$ cat config.mk
export PLATFORM = sky130hd
export DESIGN_NAME = mc_ctrl
export DESIGN_NICKNAME = d
export VERILOG_FILES = /design/src/rtl/rv_pkg.sv /design/src/rtl/mc_decode.sv /design/src/rtl/mc_ctrl.sv
export SDC_FILE = /design/constraint.sdc
export NUM_CORES = 1
export LEC_CHECK = 0
export ABC_AREA = 1
export CORE_ASPECT_RATIO = 1.5
export CORE_MARGIN = 4
export CORE_UTILIZATION = 40
export CTS_CLUSTER_DIAMETER = 40
export DETAILED_ROUTE_END_ITERATION = 10
export GPL_ROUTABILITY_DRIVEN = 1
export PLACE_DENSITY = 0.73
export SETUP_SLACK_MARGIN = 0.3
export SLEW_MARGIN = 20
export SYNTH_ARGS = -nofsm -noshare
export SYNTH_HDL_FRONTEND = slang
export SYNTH_SLANG_ARGS = --single-unit
$ cat constraint.sdc
create_clock -name clk -period 1.6 [get_ports clk]
set_input_delay 0.24 -clock clk [delete_from_list [all_inputs] [get_ports clk]]
set_output_delay 0.24 -clock clk [all_outputs]
set_load 0.05 [all_outputs]
$ cat src/rtl/rv_pkg.sv
// Shared RV32I control definitions: immediate formats, opcodes, write-back
// sources, instruction classes and the main controller's state encoding.
package rv_pkg;

    typedef enum logic [2:0] {
        IMM_I  = 3'd0,
        IMM_S  = 3'd1,
        IMM_B  = 3'd2,
        IMM_U  = 3'd3,
        IMM_J  = 3'd4,
        IMM_IU = 3'd5,
        IMM_SH = 3'd6
    } imm_t;

    localparam logic [6:0] OP_R      = 7'b0110011;
    localparam logic [6:0] OP_IALU   = 7'b0010011;
    localparam logic [6:0] OP_LOAD   = 7'b0000011;
    localparam logic [6:0] OP_STORE  = 7'b0100011;
    localparam logic [6:0] OP_BRANCH = 7'b1100011;
    localparam logic [6:0] OP_JAL    = 7'b1101111;
    localparam logic [6:0] OP_JALR   = 7'b1100111;
    localparam logic [6:0] OP_LUI    = 7'b0110111;
    localparam logic [6:0] OP_AUIPC  = 7'b0010111;

    localparam logic [1:0] WB_ALU = 2'd0;
    localparam logic [1:0] WB_MEM = 2'd1;
    localparam logic [1:0] WB_PC4 = 2'd2;
    localparam logic [1:0] WB_IMM = 2'd3;

    typedef enum logic [2:0] {
        S_IDLE, S_FETCH, S_DECODE, S_EXEC, S_MEM, S_WB, S_TRAP
    } state_t;

    typedef enum logic [3:0] {
        CLS_R, CLS_IALU, CLS_LOAD, CLS_STORE, CLS_BRANCH,
        CLS_JAL, CLS_JALR, CLS_LUI, CLS_AUIPC
    } cls_t;

    typedef struct packed {
        cls_t       cls;
        imm_t       imm;
        logic       alu_src_imm;
        logic [1:0] wb_sel;
        logic       writes_rd;
    } dec_t;

    localparam dec_t DEC_NONE = '{cls: CLS_R, imm: IMM_I, alu_src_imm: 1'b0,
                                  wb_sel: WB_ALU, writes_rd: 1'b0};

endpackage

$ cat src/rtl/mc_decode.sv
// Combinational opcode/funct3 classifier feeding the controller's decode registers.
module mc_decode
    import rv_pkg::*;
(
    input  logic [6:0] opcode,
    input  logic [2:0] funct3,
    output dec_t       dec,
    output logic       illegal
);

    always_comb begin
        dec     = DEC_NONE;
        illegal = 1'b0;
        case (opcode)
            OP_R: begin
                dec.cls       = CLS_R;
                dec.writes_rd = 1'b1;
            end
            OP_IALU: begin
                dec.cls         = CLS_IALU;
                dec.alu_src_imm = 1'b1;
                dec.writes_rd   = 1'b1;
                // SLTIU sign-extends but compares unsigned; shifts take a 5-bit shamt.
                if (funct3 == 3'b011)
                    dec.imm = IMM_IU;
                else if (funct3 == 3'b001 || funct3 == 3'b101)
                    dec.imm = IMM_SH;
                else
                    dec.imm = IMM_I;
            end
            OP_LOAD: begin
                dec.cls         = CLS_LOAD;
                dec.alu_src_imm = 1'b1;
                dec.wb_sel      = WB_MEM;
                dec.writes_rd   = 1'b1;
            end
            OP_STORE: begin
                dec.cls         = CLS_STORE;
                dec.imm         = IMM_S;
                dec.alu_src_imm = 1'b1;
            end
            OP_BRANCH: begin
                // ALU forms PC + imm as the target; the comparator is separate.
                dec.cls         = CLS_BRANCH;
                dec.imm         = IMM_B;
                dec.alu_src_imm = 1'b1;
            end
            OP_JAL: begin
                dec.cls         = CLS_JAL;
                dec.imm         = IMM_J;
                dec.alu_src_imm = 1'b1;
                dec.wb_sel      = WB_PC4;
                dec.writes_rd   = 1'b1;
            end
            OP_JALR: begin
                dec.cls         = CLS_JALR;
                dec.alu_src_imm = 1'b1;
                dec.wb_sel      = WB_PC4;
                dec.writes_rd   = 1'b1;
            end
            OP_LUI: begin
                dec.cls         = CLS_LUI;
                dec.imm         = IMM_U;
                dec.alu_src_imm = 1'b1;
                dec.wb_sel      = WB_IMM;
                dec.writes_rd   = 1'b1;
            end
            OP_AUIPC: begin
                dec.cls         = CLS_AUIPC;
                dec.imm         = IMM_U;
                dec.alu_src_imm = 1'b1;
                dec.writes_rd   = 1'b1;
            end
            default: illegal = 1'b1;
        endcase
    end

endmodule

$ cat src/rtl/mc_ctrl.sv
// Multi-cycle RV32I main controller: FETCH/DECODE/EXEC/MEM/WB sequencing,
// latched decode fields, retired-instruction counter and sticky trap.
module mc_ctrl
    import rv_pkg::*;
#(
    parameter int CNT_W = 32
) (
    input  logic             clk,
    input  logic             rst,
    input  logic [31:0]      inst,
    input  logic             imem_ack,
    input  logic             dmem_ack,
    input  logic             br_taken,
    output logic             imem_req,
    output logic             ir_en,
    output logic             pc_en,
    output logic             pc_sel,
    output logic             alu_src_imm,
    output logic [2:0]       imm_type,
    output logic             dmem_req,
    output logic             dmem_we,
    output logic             rf_we,
    output logic [1:0]       wb_sel,
    output logic             halted,
    output logic [CNT_W-1:0] retired
);

    state_t           state_q, state_d;
    dec_t             dec_q, dec_d;
    logic             take_q, take_d;
    logic [CNT_W-1:0] retired_q, retired_d;

    dec_t dec_w;
    logic illegal_w;

    // Only opcode and funct3 steer control; register fields go to the datapath.
    logic unused_inst;
    assign unused_inst = ^{inst[31:15], inst[11:7]};

    mc_decode u_decode (
        .opcode  (inst[6:0]),
        .funct3  (inst[14:12]),
        .dec     (dec_w),
        .illegal (illegal_w)
    );

    always_ff @(posedge clk) begin
        if (rst) begin
            state_q   <= S_IDLE;
            dec_q     <= DEC_NONE;
            take_q    <= 1'b0;
            retired_q <= '0;
        end else begin
            state_q   <= state_d;
            dec_q     <= dec_d;
            take_q    <= take_d;
            retired_q <= retired_d;
        end
    end

    always_comb begin
        state_d     = state_q;
        dec_d       = dec_q;
        take_d      = take_q;
        retired_d   = retired_q;
        imem_req    = 1'b0;
        pc_en       = 1'b0;
        pc_sel      = 1'b0;
        dmem_req    = 1'b0;
        dmem_we     = 1'b0;
        rf_we       = 1'b0;
        halted      = 1'b0;
        imm_type    = dec_q.imm;
        alu_src_imm = dec_q.alu_src_imm;
        wb_sel      = dec_q.wb_sel;
        case (state_q)
            S_IDLE: begin
                imm_type    = IMM_I;
                alu_src_imm = 1'b0;
                wb_sel      = WB_ALU;
                state_d     = S_FETCH;
            end
            S_FETCH: begin
                imem_req = 1'b1;
                if (imem_ack)
                    state_d = S_DECODE;
            end
            S_DECODE: begin
                dec_d   = dec_w;
                state_d = illegal_w ? S_TRAP : S_EXEC;
            end
            S_EXEC: begin
                case (dec_q.cls)
                    CLS_BRANCH:         take_d = br_taken;
                    CLS_JAL, CLS_JALR:  take_d = 1'b1;
                    default:            take_d = 1'b0;
                endcase
                if (dec_q.cls == CLS_LOAD || dec_q.cls == CLS_STORE)
                    state_d = S_MEM;
                else
                    state_d = S_WB;
            end
            S_MEM: begin
                dmem_req = 1'b1;
                dmem_we  = (dec_q.cls == CLS_STORE);
                if (dmem_ack)
                    state_d = S_WB;
            end
            S_WB: begin
                rf_we     = dec_q.writes_rd;
                pc_en     = 1'b1;
                pc_sel    = take_q;
                retired_d = retired_q + CNT_W'(1);
                state_d   = S_FETCH;
            end
            S_TRAP: begin
                halted      = 1'b1;
                imm_type    = IMM_I;
                alu_src_imm = 1'b0;
                wb_sel      = WB_ALU;
            end
            default: state_d = S_IDLE;
        endcase
    end

    assign ir_en   = imem_req & imem_ack;
    assign retired = retired_q;

endmodule

* After elaboration in Yosys (flattened, before gate mapping)
Cells that the tools add are included.
W data, S select, Z words.
** Cells by class
- Add/sub/neg operators :: 1
- Equality and inequality tests :: 25
- Mux-type cells :: 23
- Bitwise gates (word level) :: 2
- Reduce and logical (&&, ||, !) cells :: 12
** Operator list (count)
- $add A32 B1 Y32 const B :: 1
- $pmux W4 S8 :: 1
- $eq A7 B6 Y1 const B :: 3
- $eq A7 B7 Y1 const B :: 3
- $mux W3 :: 6
- $pmux W3 S6 :: 1
- $pmux W3 S5 :: 1
- $eq A7 B5 Y1 const B :: 2
- $eq A3 B3 Y1 const B :: 4
- $eq A4 B3 Y1 const B :: 3
- $mux W1 :: 11
- $reduce_or A2 Y1 :: 5
- $eq A3 B2 Y1 const B :: 3
- $reduce_or A9 Y1 :: 1
- $eq A4 B2 Y1 const B :: 2
- $reduce_or A8 Y1 :: 1
- $eq A7 B2 Y1 const B :: 1
- $reduce_or A7 Y1 :: 1
- $eq A3 B1 Y1 const B :: 2
- $pmux W2 S3 :: 1
- $ne A2 B2 Y1 const B :: 2
- $logic_not A3 Y1 :: 1
- $reduce_and A3 Y1 :: 1
- $logic_or A1 B1 Y1 :: 2
- 4 further kinds :: 4
** Word-level totals
- Register bits :: 47
- Bits of input ports :: 37
- Output and inout port bits :: 46
- Word-level logic and storage cells :: 71

* Depth between registers and ports, before layout
- Depth in word-level cells :: 5
- Gate-level depth with buffers :: 11
- Gate-level depth less buffers :: 11

* Hierarchy
A second synthesis with hierarchy kept.
** Second synthesis, totals
- Cell total of the unflattened synthesis :: 433
- Area total of the unflattened synthesis :: 2725.1 um^2
** By module, submodules not included
- mc_ctrl :: instances 1, cells an instance 382, area an instance 2458.6 um^2
- mc_decode :: instances 1, cells an instance 51, area an instance 266.5 um^2

* Worst setup path before layout
OpenSTA, ideal clock, no wires.
- Kind :: register to output
- From :: register state_q[1]
- To :: output dmem_we
- Arrival :: 1997 ps
- Path slack :: -637 ps
- Cell stages (with the launch flop) :: 4
- Cells stage by stage :: dfxtp_1 > nor2_1 > nand2_1 > nor4_1
** On the way
- Word-level cells in the longest chain between the ends :: 2
** RTL lines
- start: declaration :: RTL line mc_ctrl.sv:28 : state_t state_q, state_d;
- start signal: assignment :: RTL line mc_ctrl.sv:54 : state_q <= state_d;
- $eq A3 B3 Y1 :: RTL line mc_ctrl.sv:76 : case (state_q)
- $mux W1 :: RTL line mc_ctrl.sv:76
- end: declaration :: RTL line mc_ctrl.sv:21 : output logic dmem_we,
Every way passes these cells.

* Worst setup path after layout
- From :: register state_q[0]
- To :: output wb_sel[0]
** On the way
- Word-level cells in the longest chain between the ends :: 3
** RTL lines
- $eq A3 B3 Y1 or $logic_not A3 Y1 (tied branches) :: RTL line mc_ctrl.sv:76
- $reduce_or A2 Y1 (no source line) (*)
- $mux W2 (*) :: RTL line mc_ctrl.sv:76
- end: declaration :: RTL line mc_ctrl.sv:23 : output logic [1:0] wb_sel,
Every way passes the cells marked *; elsewhere a longest branch is shown, timed or not.

==> impl_metrics.toml <==
[synth]
netlist_area_mm2 = 0.00270
synth-seq-cells = 47
ys_types = 38
synth_ff_type = "dfxtp_1"
synth_area_leader_cell = "dfxtp_1"
synth_top_area_share = 0.349
synth_nets = 457
synthTopCellsByArea = "dfxtp_1, nand2_1, nor2_1"
yosysMostFrequentCell = "nand2_1"
syn_area_per_cell_um2 = 6.44
netlist_instances = 419
ys_seq_area_frac = 0.349
synth-edff-count = 0
yosys_warnings = 0
async_flop_share = 0
synthTopCellsByCount = "nand2_1, nor2_1, inv_1, dfxtp_1, a21oi_1"

[timing]
fin_crit_sh = 1.01
skew_ns = 0.00689
relSlewSlack = 0.673
rsz0062_at_grt = "true"
worst_pin_slew_ns = 0.487
finalHoldViolCount = 0
fin_ws_ns = -0.0100
min_period_ns = 1.61
fmax_mhz = 621
maxSlewViolCount = 0
setup_tns_ns = -0.0223
setup_viol_count_final = 4

[grt]
grt_pass1_wl_mm = 12.5
first_global_vias = 2896
met3_usage = 0.0409
grt_util_met1 = 0.194
top_usage_layer = "met2"
track_usage = 0.195
grt_util_met2 = 0.378
grt_max_degree = 19
antenna_found_initial = 0
grt.overflow.total = 0

[drt]
dr.pass1.iters = 7
num_vias = 3073
wl_per_cell_um = 13.9
antenna_left = 0
avgViaCountPerCell = 5.14
first_iter_violations = 211
drc = 0
wl_mm = 8.30

[cts]
cts_sinks = 47
clkTransAtPathRegs_ns = 0.09
htree_levels = 2
cts_tree = "built"
cts_buffers = 5
clock_latency_ns = 0.30
cts_buffer_depth = 2
root_buffer = "clkbuf_8"

[power]
p_total_w = 0.00406
pwr-share-seq = 0.347
pwr-share-clk = 0.211
leakagePower_nw = 1.86
switching_share = 0.386
p_per_area_mw_per_mm2 = 919
max-vdd-ir-drop_mv = 0.618
p_sw_w = 0.00156
pwr-share-comb = 0.442
internal_power_w = 0.00249

[critical_path]
crit_chain = "nor2_4, inv_2, o21ai_4, buf_12, nor2_4, buf_6"
start_kind = "register"
worstSetupPathType = "register to primary output"
endpoint_kind = "primary output"
cp_slowest_stage_delay_ns = 0.39
cp_max_fo = 6
cpMaxStageDelayCell = "dfxtp_4"
crit_arrival_ns = 1.37
cp_common_cell = "nor2_4"
worstPathRequired_ns = 1.36

[die]
core_mm2 = 0.00653
die_h_um = 109
die-area_mm2 = 0.00815
start_util = 0.413
rows = 36
fp.dieW_um = 75.1
ios = 83

[cells_and_area]
antenna_cells = 0
final_cell_count_no_fill = 598
n_fill_cell = 516
area_growth_pct = 63.6
seqCellArea_mm2 = 0.00105
multi_input_area_mm2 = 0.00191
finalNetCount = 559
drive_above_1_share = 0.456

[hold_path]
hold_class = "input pin to register"

[outcome]
violations = "negative setup slack"
status = "finished with violations"

[placed_design]
portBuffers = 60
hpwl_mm = 5.56
routabilityCongestion = 0.998
dp.cells = 564

[run]
drv_cap = 0
==> cell usage in the layout, fill, tap and decap left out, drive strengths merged, types with 4 or more instances in the layout <==
cell type / synthesis / final
nand2: 107 / 107
buf: 3 / 87
nor2: 73 / 73
inv: 66 / 64
dfxtp: 47 / 47
a21oi: 28 / 28
nand3: 26 / 26
o21ai: 16 / 16
nand4: 10 / 10
xor2: 10 / 10
clkdlybuf4s50: 0 / 8
nor3: 8 / 8
clkbuf: 3 / 7
dlymetal6s2s: 0 / 4
==> sequential cells by signal, indices dropped and copies added (netlist names) <==
register	cells
dec_q	11
state_q	3
retired	32
take_q	1
==> per-stage QoR <==
step	utilization	area (um^2)	setup WS (ns)	hold WS (ns)
2_1_floorplan	-	2920	0.172	0.393
3_3_place_gp	0.566	3690	-0.0727	0.445
3_5_place_dp	0.566	3690	-0.107	0.453
4_1_cts	0.631	4120	-0.0127	0.468
5_1_grt	0.676	4410	-0.0526	0.469
6_report	0.676	4410	-0.0100	0.428
==> power by group through the flow <==
stage	logic, W	registers, W	clock network (W)
after floorplan	0.000904	0.00139	0
after global placement	0.00136	0.00139	0
after detailed placement	0.00139	0.00140	0
after CTS	0.00171	0.00140	0.000871
after global routing	0.00192	0.00143	0.000918
final	0.00179	0.00141	0.000858
==> critical path: cells and delay by family, from the launching register on <==
family	cells	cell delay, ns
flip-flops	1	0.39
AND/OR/NAND/NOR	2	0.17
AO/OA/AOI/OAI	1	0.14
buffers and inverters	3	0.36
==> final cells by class <==
cell class / instances / share of cell area
inverter: 66 / 0.0601
tap: 76 / 0.0215
sequential: 47 / 0.238
multi-input combinational: 300 / 0.432
timing repair buffer: 101 / 0.223
clock inverter: 1 / 0.00113
clock buffer: 7 / 0.0244
==> logic make-up (layout without fill, tap and decap cells) <==
family / after synthesis / in the layout / share of synthesized area
compound gates: 51 / 51 / 0.100
xor+xnor: 13 / 13 / 0.0422
fa+ha+maj: 1 / 1 / 0.00464
buf+inv: 72 / 175 / 0.102
flops: 47 / 47 / 0.349
simple gates: 235 / 235 / 0.403
==> final timing paths <==
kind | slack (ns) | cells past startpoint | start | end
max | -0.01 | 6 | state_q[0] | wb_sel[0]
max reg2reg | 0.07 | 9 | state_q[2] | retired[16]
min | 0.43 | 4 | inst[5] | dec_q[3]
min reg2reg | 0.47 | 2 | dec_q[5] | dec_q[5]
==> layer usage <==
| layer | routed length (um) | vias up |
|---|---|---|
| met2 | 4750 | 93 |
| met1 | 2950 | 1436 |
| met3 | 409 | 19 |
| met4 | 189 | 0 |
| met5 | 0 | - |
| li1 | - | 1525 |
==> timing repair <==
action / 4_1_cts / 5_1_grt
setup buffers: 16 / 10
setup endpoints to repair: 44 / 53
resized for setup: 57 / 66
endpoints found under the hold margin: 0 / 0
hold buffers: 0 / 0
pin swaps: 12 / 16
Note: power is estimated with default switching activity, not from simulation.
